===== src/rtl/invader_march_ctrl.sv =====
// Purpose : steps the invader formation anchor left/right, descends one row at each edge, flags landing.
// Latency : position/Dir update on the edge that samples a step event; Moved is high the following cycle.
// Backpress: none; Tick is a one-cycle strobe, and Run=0 holds the divider, position and state.
//
// Ports:
//   CLK     system clock
//   Rst     synchronous active-high reset (priority over everything)
//   Tick    movement strobe from the upstream tick counter
//   Run     1 = march enabled, 0 = hold
//   Speed   step divider: one step per Speed+1 qualified ticks
//   FormX   formation anchor X
//   FormY   formation anchor Y
//   Dir     1 = moving right, 0 = moving left (0 once landed)
//   Moved   one-cycle pulse while the freshly updated position is visible
//   Landed  sticky landing flag, cleared only by Rst
module invader_march_ctrl #(
  parameter logic [9:0] X_MIN   = 10'd16,
  parameter logic [9:0] X_MAX   = 10'd400,
  parameter logic [9:0] X_START = 10'd200,
  parameter logic [9:0] Y_START = 10'd40,
  parameter logic [9:0] Y_LAND  = 10'd424,
  parameter logic [9:0] STEP_X  = 10'd8,
  parameter logic [9:0] STEP_Y  = 10'd16
) (
  input  logic       CLK,
  input  logic       Rst,
  input  logic       Tick,
  input  logic       Run,
  input  logic [2:0] Speed,
  output logic [9:0] FormX,
  output logic [9:0] FormY,
  output logic       Dir,
  output logic       Moved,
  output logic       Landed
);

  typedef enum logic [1:0] {
    MARCH_R = 2'd0,
    MARCH_L = 2'd1,
    LANDED  = 2'd2
  } state_t;

  state_t     state, state_nxt;
  logic [2:0] cnt, cnt_nxt;
  logic [9:0] form_x_nxt, form_y_nxt;
  logic       landed_nxt;
  logic       step;
  logic       descend;

  logic       qual;
  // Edge compares are done one bit wider so a sum near the top of the
  // 10-bit range cannot wrap and look like an in-bounds position.
  logic [10:0] x_right;
  logic [10:0] x_left_lim;
  logic [10:0] y_down;

  assign qual       = Tick & Run & (state != LANDED);
  assign x_right    = {1'b0, FormX} + {1'b0, STEP_X};
  assign x_left_lim = {1'b0, X_MIN} + {1'b0, STEP_X};
  assign y_down     = {1'b0, FormY} + {1'b0, STEP_Y};
  assign Dir        = (state == MARCH_R);

  always_comb begin
    state_nxt  = state;
    cnt_nxt    = cnt;
    form_x_nxt = FormX;
    form_y_nxt = FormY;
    landed_nxt = Landed;
    step       = 1'b0;
    descend    = 1'b0;

    // >= rather than == so lowering Speed mid-count steps immediately
    // instead of running the counter all the way around.
    if (qual) begin
      if (cnt >= Speed) begin
        cnt_nxt = 3'd0;
        step    = 1'b1;
      end else begin
        cnt_nxt = cnt + 3'd1;
      end
    end

    if (step) begin
      case (state)
        MARCH_R: begin
          if (x_right > {1'b0, X_MAX}) descend = 1'b1;
          else                         form_x_nxt = x_right[9:0];
        end
        MARCH_L: begin
          if ({1'b0, FormX} < x_left_lim) descend = 1'b1;
          else                            form_x_nxt = FormX - STEP_X;
        end
        default: ;
      endcase
    end

    // X stays put on a descent; the reversal is the whole move.
    if (descend) begin
      if (y_down >= {1'b0, Y_LAND}) begin
        form_y_nxt = Y_LAND;
        landed_nxt = 1'b1;
        state_nxt  = LANDED;
      end else begin
        form_y_nxt = y_down[9:0];
        state_nxt  = (state == MARCH_R) ? MARCH_L : MARCH_R;
      end
    end
  end

  always_ff @(posedge CLK) begin
    if (Rst) begin
      state  <= MARCH_R;
      cnt    <= 3'd0;
      FormX  <= X_START;
      FormY  <= Y_START;
      Moved  <= 1'b0;
      Landed <= 1'b0;
    end else begin
      state  <= state_nxt;
      cnt    <= cnt_nxt;
      FormX  <= form_x_nxt;
      FormY  <= form_y_nxt;
      Moved  <= step;
      Landed <= landed_nxt;
    end
  end

endmodule


===== config.mk =====
export PLATFORM = sky130hd
export DESIGN_NAME = invader_march_ctrl
export DESIGN_NICKNAME = d
export VERILOG_FILES = /design/src/rtl/invader_march_ctrl.sv
export SDC_FILE = /design/constraint.sdc
export NUM_CORES = 1
export LEC_CHECK = 0
export ABC_AREA = 1
export ABC_CLOCK_PERIOD_IN_PS = 4400
export CAP_MARGIN = 40
export CORE_ASPECT_RATIO = 0.9
export CORE_UTILIZATION = 44
export CTS_BUF_LIST = sky130_fd_sc_hd__clkbuf_2
export CTS_CLUSTER_DIAMETER = 200
export DETAILED_ROUTE_END_ITERATION = 12
export DONT_BUFFER_PORTS = 1
export RECOVER_POWER = 50
export SLEW_MARGIN = 30
export SYNTH_ARGS = -nofsm -noshare
export SYNTH_HDL_FRONTEND = slang
export SYNTH_SLANG_ARGS = --single-unit

===== constraint.sdc =====
create_clock -name CLK -period 4.4 [get_ports CLK]
set_input_delay 1.1 -clock CLK [delete_from_list [all_inputs] [get_ports CLK]]
set_output_delay 1.1 -clock CLK [all_outputs]
set_load 0.01 [all_outputs]

==> Yosys cells after proc, flatten, opt, wreduce, memory -nomap -nowiden <==
Cells that the tools add are included.
{ "word_totals": {"ff_bits": 27, "elab_cells": 37, "out_inout_bits": 23} }
{ "op_classes": {"mux": 13, "n_addsub": 4, "reduce_logical": 4, "n_eq_ne": 4, "order_cmp": 4, "n_bitwise": 2} }
{ "ops": {"columns": ["operator", "count"], "rows": [
  ["$mux 10", 3],
  ["$pmux 10 s2", 1],
  ["$add 10x4->11 const B", 1],
  ["$add 10x5->11 const B", 1],
  ["$ge 11x9->1 const B", 1],
  ["$gt 11x9->1 const B", 1],
  ["$lt 10x5->1 const B", 1],
  ["$sub 10x4->10 const B", 1],
  ["$mux 1", 6],
  ["$ne 2x2->1 const B", 3],
  ["$reduce_and 4->1", 1],
  ["$add 3x1->3 const B", 1],
  ["$ge 3x3->1", 1],
  ["$mux 3", 1],
  ["$and 1x1->1", 2],
  ["$eq 2x1->1 const B", 1],
  ["$logic_not 2->1", 1],
  ["$mux 2", 1],
  ["$pmux 1 s2", 1],
  ["$reduce_and 2->1", 1],
  ["$reduce_bool 2->1", 1]
]} }

==> Longest topological paths before layout <==
Gate-level depths: netlist of run 1.
{ "depth": {"ltp_word": 6, "mapped_depth": 14} }

==> Worst setup path after synthesis of run 1 <==
OpenSTA, ideal clock, no wires.
{ "synth_path": {"kind": "input-to-reg", "start": "input Speed[2]", "end": "register FormX[9]", "required_ns": 4.286, "setup_slack_ns": 1.923, "cell_stages": 9, "arrival_ns": 2.363, "path_buffers": 0, "path_cell_list": "inv_1 > ha_1 > nand2_1 > o211ai_1 > nand2_1 > nor2_1 > nand3_2 > nor2_1 > nor2_1"} }
{ "synth_between": {"elab_chain_cells": 4} }
{ "synth_rtl": {"columns": ["item", "line_no", "rtl"], "rows": [
  ["start: declaration", "29", "input logic [2:0] Speed,"],
  ["$ge 3x3->1", "75", "if (cnt >= Speed) begin"],
  ["$mux 1", "75", null],
  ["$mux 1", "74", "if (qual) begin"],
  ["$reduce_and 4->1 (no source line)", null, null],
  ["end signal: assignment", "121", "FormX <= form_x_nxt;"],
  ["end: declaration", "30", "output logic [9:0] FormX,"]
]} }
Every way passes these cells.
A chain may end at the register's enable or synchronous reset.

==> Final worst setup path of run 1 <==
{ "layout_path": {"start": "input Speed[2]", "end": "register FormX[5]"} }
Same word-level chain as after synthesis.

==> flow_summary.json, run 1 <==
{
  "worst_pin_slew_ps": 497,
  "crit_slowest_cell": "nor2_1",
  "min_path_type": "reg -> reg",
  "dieArea_um2": 3720,
  "start_kind": "input port",
  "drv_cap": 0,
  "clock.fmax_mhz": 425,
  "async_flop_share_pct": 0,
  "finClkSkew_ps": 16.3,
  "via_per_inst": 4.99,
  "p_leak_nw": 0.708,
  "clockBufferDepth": 2,
  "io_pins": 30,
  "vias": 1341,
  "drtAntennaViolNets": 0,
  "fp-row-count": 19,
  "dieHeight_um": 58.0,
  "yosysMostFrequentCell": "nand2_1",
  "drt-total-wl_um": 2990,
  "gr-total-overflow": 0,
  "worst-setup-path-type": "in -> reg",
  "synth_ff_type": "dfxtp_1",
  "synth.yosys.seq_area_share_pct": 27.4,
  "gp_congestion": 0.771,
  "final.setup.tns_ps": 0,
  "crit_path_max_incr_delay_ps": 380,
  "synth_cell_types": 25,
  "hpwl_um": 2290,
  "grt_pass1_wl_um": 5380,
  "post_dp_cell_area_um2": 1530,
  "netlist_area_um2": 1530,
  "p_per_area_nw_per_um2": 230,
  "max_slew_margin_pct": 66.8,
  "post-route-period-util_pct": 53.5,
  "die_w_um": 64.2,
  "syn_avg_cell_area_um2": 6.72,
  "port_buffers": 0,
  "firstDrtPassIters": 4,
  "cts_buffers": 3,
  "setup_viol": 0,
  "grt_pass1_vias": 1177,
  "syn2layout_area_growth_pct": 1.31,
  "ctsHtreeMaxLevel": 1,
  "synth_edf_count": 0,
  "pre_cts_ws_ps": 1690,
  "drt_iter0_markers": 103,
  "start_util_pct": 48.1,
  "clock-sinks": 21,
  "postLayoutCellArea_um2": 1550,
  "ctsHoldBuffers": 0,
  "postCtsSetupBuffers": 0,
  "grt_max_degree": 16,
  "synth_top_area_share_pct": 27.4,
  "ys_warn_count": 0,
  "hold_viol_final": 0,
  "ys_top_cells_by_count": "nand2_1, inv_1, nor2_1",
  "synthCells": 228,
  "crit_fanout": 8,
  "ir_drop_v": 0.000120,
  "setup_slack_ps": 2050,
  "wl_met3_um": 185,
  "outcome": "complete, no violations",
  "antenna_found_initial": 0,
  "slew_viol_final": 0,
  "synth_top_area_cell": "dfxtp_1",
  "root_buffer": "clkbuf_2",
  "n_antenna_cell": 0,
  "cp-end-kind": "flop",
  "drive_above_1_share_pct": 8.37,
  "wl_met1_um": 1570,
  "final_nets": 244,
  "drc_errors": 0,
  "rsz0062_at_grt": "no",
  "fillers": 357,
  "clk_pin_slew_worst_paths_ps": 180,
  "worstPathRequired_ps": 4670,
  "globalRouteTotalUtil_pct": 18.3,
  "cts_tree": "built",
  "highest_layer": "met4",
  "fin_crit_ps": 2350,
  "worstPathCellList": "inv_1, ha_1, nand2_1, o211ai_1, nand2_1, nor2_1, nand3_2, nand2_1, inv_1, nor2_1",
  "fp.coreArea_um2": 3190,
  "yosys-top-cells-area": "dfxtp_1, nand2_1, inv_1",
  "cts_resized": 0,
  "met2_wirelength_um": 1220,
  "wl_per_cell_um": 11.1,
  "clk_latency_ps": 320,
  "ys_ff_latch": 21,
  "utilization_pct": 48.7,
  "path_common_cell": "nand2_1",
  "crit_arrival_ps": 2620
}
logic make-up after synthesis:
family	count (synthesis)	synth area share (%)
AO/OA/AOI/OAI	22	9.80
XOR/XNOR	7	4.00
adder cells (fa/ha/maj)	9	7.35
buffers and inverters	42	12.5
flip-flops	21	27.4
other	1	0.245
AND/OR/NAND/NOR	126	38.7
area by class of cell:
cell class / instances / area, um^2 / area share, %
multi-input cells: 170 / 940 / 60.5
well taps: 42 / 52.6 / 3.38
inverters: 32 / 120 / 7.74
clock buffers: 4 / 20.0 / 1.29
flip-flops and latches: 21 / 420 / 27.1
worst paths after layout:
check                              start  endpoint  slack, ps  cells past startpoint
worst max-delay path            Speed[2]  FormX[5]       2050                     10
worst min-delay path              cnt[0]    cnt[0]        500                      2
worst max register to register  FormX[3]    Landed       2240                     12
worst min register to register    cnt[0]    cnt[0]        500                      2
cells in the final DEF, fill, tap and decap left out:
cell type,synthesis,final
ha_1,9,9
nand4_1,8,8
a21oi_1,10,10
dfxtp_1,21,21
inv_1,32,32
a22oi_1,1,1
nand3_2,5,5
nand2_2,3,3
nand2_4,2,2
nor2_1,27,27
xnor2_1,1,1
a21oi_4,1,1
nand3_1,22,22
o211ai_1,2,2
nand3b_1,2,2
nand2_1,51,51
xor2_1,6,6
nor2_2,3,3
o2111ai_4,1,1
o21ai_0,7,7
conb_1,1,6
clkbuf_2,0,4
nor3_1,3,3
critical path, delay by kind of cell:
| kind | cells | cell delay [ps] |
|---|---|---|
| adders and majority gates | 1 | 300 |
| buffers and inverters | 2 | 60 |
| AOI/OAI and AO/OA | 1 | 150 |
| and+or+nand+nor | 6 | 1010 |
where the power goes:
group	total, mW	internal [mW]	switching, mW
sequential	0.209	0.197	0.0119
combinational	0.0670	0.0216	0.0454
clock	0.0823	0.0241	0.0582
total	0.358	0.242	0.116
state kept, by name (all words and copies together), names as in the netlist:
name,cells
FormX,7
FormY,7
Landed,1
Moved,1
cnt,3
state,2
per-layer routing:
metal	global-route usage (%)	vias to the layer above
li1	-	722
met1	25.7	584
met2	27.8	33
met3	6.30	2
met4	2.86	0
met5	0	-
per-stage QoR:
step	std cells	power, mW	hold WS (ps)
3_3_place_gp	265	0.279	478
2_1_floorplan	233	0.273	456
4_1_cts	269	0.365	506
6_report	269	0.358	502
3_5_place_dp	265	0.279	481
5_1_grt	269	0.386	528
No activity file was read; power rests on OpenSTA's default activity.
==> run 2: changes to the inputs <==
--- a/config.mk
+++ b/config.mk
@@ -6,7 +6,7 @@
 export NUM_CORES = 1
 export LEC_CHECK = 0
 export ABC_AREA = 1
-export ABC_CLOCK_PERIOD_IN_PS = 4400
+export ABC_CLOCK_PERIOD_IN_PS = 2400
 export CAP_MARGIN = 40
 export CORE_ASPECT_RATIO = 0.9
 export CORE_UTILIZATION = 44
==> constraint.sdc (replaced) <==
create_clock -name CLK -period 2.4 [get_ports CLK]
set_input_delay 0.6 -clock CLK [delete_from_list [all_inputs] [get_ports CLK]]
set_output_delay 0.6 -clock CLK [all_outputs]
set_load 0.01 [all_outputs]
==> run 2 against run 1 <==
Net effect:
- setup slack got worse by 1700 ps
- final cell count rose by 1.5%
- count of clock-buffer cells in the layout fell by 1
- cell area rose by 1.9%
- combinational power rose by 93%
- core utilization rose by 0.90 points
- non-clock buffer count rose by 4
- critical path depth rose by 2
- critical endpoint is now Landed
==> flow_summary.json, run 2 (synthesis results as in run 1) <==
{
  "worstPathCellList": "inv_1, ha_1, inv_1, nor2_1, nor2_1, nand2_1, nand3_1, nand2_2, nand2_4, nand2_4, nand3_1, a21oi_1",
  "fp.coreArea_um2": 3190,
  "port_buffers": 0,
  "final.setup.tns_ps": 0,
  "hold_viol_final": 0,
  "top_regs": "FormX (7), FormY (7), cnt (3)",
  "slew_viol_final": 0,
  "vias": 1357,
  "post-route-period-util_pct": 87.6,
  "ctsHoldBuffers": 0,
  "finClkSkew_ps": 11.7,
  "start_util_pct": 48.1,
  "clk_pin_slew_worst_paths_ps": 210,
  "fin_crit_ps": 2100,
  "finalHoldWorstSlack_ps": 298,
  "die_w_um": 64.2,
  "postCtsSetupBuffers": 0,
  "wl_per_cell_um": 11.5,
  "syn2layout_area_growth_pct": 3.18,
  "grt_max_degree": 16,
  "outcome": "complete, no violations",
  "gp_congestion": 0.777,
  "cts_tree": "built",
  "grt_pass1_vias": 1258,
  "fp-row-count": 19,
  "final_cell_mix": "nand2_1, inv_1, nor2_1",
  "antenna_found_initial": 0,
  "root_buffer": "clkbuf_2",
  "ctsHtreeMaxLevel": 1,
  "drt_iter0_markers": 64,
  "cts_buffers": 3,
  "rsz0062_at_grt": "no",
  "min_path_type": "in -> reg",
  "globalRouteTotalUtil_pct": 19.1,
  "cts_resized": 0,
  "crit_fanout": 13,
  "final_common_cell": "nand2_1",
  "p_leak_nw": 0.721,
  "drc_errors": 0,
  "ir_drop_v": 0.000233,
  "hpwl_um": 2430,
  "clockBufferDepth": 2,
  "clk_latency_ps": 340,
  "drt-total-wl_um": 3130,
  "start_kind": "flop",
  "drive_above_1_share_pct": 9.52,
  "gr-total-overflow": 0,
  "worst-setup-path-type": "reg -> reg",
  "firstDrtPassIters": 4,
  "dieArea_um2": 3720,
  "n_antenna_cell": 0,
  "final_nets": 248,
  "drv_cap": 0,
  "crit_slowest_cell": "dfxtp_1",
  "cp-end-kind": "flop",
  "clock-sinks": 21,
  "grt_pass1_wl_um": 5620,
  "crit_path_max_incr_delay_ps": 510,
  "setup_viol": 0,
  "p_per_area_nw_per_um2": 422,
  "crit_arrival_ps": 2390,
  "dieHeight_um": 58.0,
  "io_pins": 30,
  "clock.fmax_mhz": 476,
  "worstPathRequired_ps": 2690,
  "drtAntennaViolNets": 0,
  "via_per_inst": 4.97
}
[run 2: final timing paths]
kind / end / startpoint / cells past startpoint / slack [ps]
max: Landed / FormX[4] / 12 / 300
max reg2reg: Landed / FormX[4] / 12 / 300
min reg2reg: cnt[0] / cnt[0] / 2 / 500
min: state[1] / Rst / 1 / 300
[run 2: metrics by stage]
step | util, % | total power [mW] | worst slack (ps) | instances | instance area (um^2)
after floorplan | - | 0.500 | 423 | 233 | 1550
after global placement | 49.1 | 0.517 | 258 | 269 | 1560
after detailed placement | 49.1 | 0.517 | 186 | 269 | 1560
after CTS | 49.8 | 0.680 | 292 | 273 | 1590
after global routing | 49.6 | 0.714 | 39.4 | 273 | 1580
final | 49.6 | 0.667 | 299 | 273 | 1580
[run 2: cell type report]
class / instances / area, um^2
clock buffer: 3 / 15.0
fill: 346 / 1600
sequential: 21 / 420
tap: 42 / 52.6
multi-input combinational: 170 / 940
clock inverter: 1 / 7.51
timing repair buffer: 4 / 26.3
inverter: 32 / 120
[run 2: layer usage]
metal  vias to the layer above  part of all wire [%]  global-route usage (%)
met1                       590                    52                    26.6
li1                        728                     -                       -
met3                         4                   5.4                    4.53
met2                        35                    42                    29.5
met5                         -                     0                       0
met4                         0                  0.64                    5.40
[run 2: worst max-delay path: cells and delay by family, from the launching register on]
kind                     cells  cell delay [ps]
AND/OR/NAND/NOR              8              830
flip-flops                   1              510
adder cells (fa/ha/maj)      1              310
buffers and inverters        2              240
AO/OA/AOI/OAI                1              160
[run 2: power by group]
group,total [mW],switching (mW),internal (mW),leakage [nW]
logic,0.129,0.0864,0.0422,0.538
registers,0.381,0.0202,0.361,0.170
clock network,0.158,0.119,0.0387,0.0126
==> run 3: changes to the inputs <==
--- a/config.mk
+++ b/config.mk
@@ -6,11 +6,10 @@
 export NUM_CORES = 1
 export LEC_CHECK = 0
 export ABC_AREA = 1
-export ABC_CLOCK_PERIOD_IN_PS = 2400
+export ABC_CLOCK_PERIOD_IN_PS = 2050
 export CAP_MARGIN = 40
 export CORE_ASPECT_RATIO = 0.9
 export CORE_UTILIZATION = 44
-export CTS_BUF_LIST = sky130_fd_sc_hd__clkbuf_2
 export CTS_CLUSTER_DIAMETER = 200
 export DETAILED_ROUTE_END_ITERATION = 12
 export DONT_BUFFER_PORTS = 1
==> constraint.sdc (replaced) <==
create_clock -name CLK -period 2.05 [get_ports CLK]
set_input_delay 0.5125 -clock CLK [delete_from_list [all_inputs] [get_ports CLK]]
set_output_delay 0.5125 -clock CLK [all_outputs]
set_load 0.01 [all_outputs]
==> run 3 against run 2 <==
Net effect:
- global-route usage fell by 0.73 points
- clock power grew 75%
- critical path type unchanged
- total power is 32% higher
- routed wire length shrank 2.1%
- fmax is 15% higher
- first-iteration DRC count rose by 22%
- setup slack worse by 80 ps
- via count increased by 0.22%
- final cell count is 3.3% higher
- sequential power up 16%
- largest power group unchanged
==> flow_summary.json, run 3 (synthesis results as in run 1) <==
{
  "outcome": "complete, no violations",
  "clk_pin_slew_worst_paths_ps": 80,
  "drv_cap": 0,
  "crit_start": "FormX[5]",
  "globalRouteTotalUtil_pct": 18.4,
  "fp-row-count": 19,
  "multi_input_area_um2": 940,
  "ff2ff_setup_slack_ps": 220,
  "port_buffers": 0,
  "syn2layout_area_growth_pct": 8.98,
  "p_per_area_nw_per_um2": 527,
  "finClkSkew_ps": 1.74,
  "wl_per_cell_um": 10.9,
  "cts_tree": "built",
  "p_leak_nw": 0.774,
  "firstDrtPassIters": 4,
  "setup_viol": 0,
  "dieArea_um2": 3720,
  "grt_max_degree": 16,
  "io_pins": 30,
  "r2r-end": "FormY[5]",
  "crit_arrival_ps": 1960,
  "fin_crit_ps": 1830,
  "cts_buffers": 3,
  "clock.fmax_mhz": 546,
  "final_nets": 257,
  "root_buffer": "clkbuf_8",
  "reg2reg_from": "FormX[5]",
  "min_path_type": "in -> reg",
  "start_util_pct": 48.1,
  "clk_latency_ps": 260,
  "slew_viol_final": 0,
  "ctsHtreeMaxLevel": 1,
  "drc_errors": 0,
  "die_w_um": 64.2,
  "vias": 1360,
  "final.setup.tns_ps": 0,
  "cp-end-kind": "flop",
  "ff_latch_area_um2": 422,
  "grt_pass1_wl_um": 5380,
  "fillers": 332,
  "crit_fanout": 13,
  "crit_path_end": "FormY[5]",
  "hpwl_um": 2430,
  "final_common_cell": "nand2_1",
  "gr-total-overflow": 0,
  "n_antenna_cell": 0,
  "ctsHoldBuffers": 0,
  "postCtsSetupBuffers": 0,
  "ir_drop_v": 0.000310,
  "cts_resized": 0,
  "worst-setup-path-type": "reg -> reg",
  "grt_pass1_vias": 1210,
  "rsz0062_at_grt": "no",
  "clockBufferDepth": 2,
  "worstPathRequired_ps": 2180,
  "drtAntennaViolNets": 0,
  "hold_viol_final": 0,
  "drive_above_1_share_pct": 12.9,
  "reg2reg_depth": 7,
  "start_kind": "flop",
  "drt_iter0_markers": 78,
  "via_per_inst": 4.82,
  "finalHoldWorstSlack_ps": 308,
  "gp_congestion": 0.825,
  "fp.coreArea_um2": 3190,
  "antenna_found_initial": 0,
  "final_cell_mix": "nand2_1, inv_1, nor2_1",
  "top_regs": "FormX (7), FormY (7), cnt (3)",
  "dieHeight_um": 58.0,
  "drt-total-wl_um": 3060,
  "post-route-period-util_pct": 89.3,
  "clock-sinks": 21
}
## run 3: changes by cell type in the layout (fill, tap and decap cells not counted), sizes merged
| cell | delta |
|---|---|
| buf | +8 |
| clkbuf | +1 |
| clkinvlp | -1 |
| clkinv | +1 |
## run 3: layout make-up
cell class,count,area share [%]
repair buffers,13,5.39
flip-flops and latches,21,25.2
well taps,42,3.15
inverters,32,7.19
clock buffers,3,2.47
clock inverters,1,0.300
multi-input cells,170,56.3
## run 3: worst min path at each step
stage | start | endpoint | depth (start not counted)
final | Rst | state[1] | 1
after global routing | Rst | FormY[9] | 1
after CTS | Rst | state[1] | 1
after detailed placement | cnt[0] | cnt[0] | 2
after global placement | cnt[0] | cnt[0] | 2
after floorplan | cnt[0] | cnt[0] | 2
## run 3: where the power goes
| group | internal [mW] | total, mW | switching (mW) |
|---|---|---|---|
| combinational | 0.0588 | 0.163 | 0.104 |
| sequential | 0.421 | 0.443 | 0.0216 |
| clock | 0.136 | 0.276 | 0.140 |
| total | 0.615 | 0.881 | 0.266 |
## run 3: stage by stage
| stage | worst slack (ps) | utilization, % | power [mW] | instance area [um^2] | std cells |
|---|---|---|---|---|---|
| 3_5_place_dp | 74.4 | 51.2 | 0.616 | 1630 | 278 |
| 2_1_floorplan | 160 | - | 0.586 | 1550 | 233 |
| 5_1_grt | 41.3 | 52.4 | 0.941 | 1670 | 282 |
| 3_3_place_gp | 77.7 | 51.2 | 0.616 | 1630 | 278 |
| 6_report | 218 | 52.4 | 0.881 | 1670 | 282 |
| 4_1_cts | 214 | 52.6 | 0.888 | 1680 | 282 |
## run 3: critical path, stage by stage (launching register included)
cell       delay, ps
dfxtp_1          400
buf_4            190
nor3_1           350
o2111ai_4        280
nand2_4          240
nand2_1          110
nand2_1           70
nand3_1           60
## run 3: per-layer routing
metal / track usage [%] / up-vias / routed length (um)
li1: - / 746 / -
met1: 26.5 / 588 / 1690
met2: 27.4 / 21 / 1230
met3: 5.71 / 5 / 128
met4: 2.86 / 0 / 17
met5: 0 / - / 0
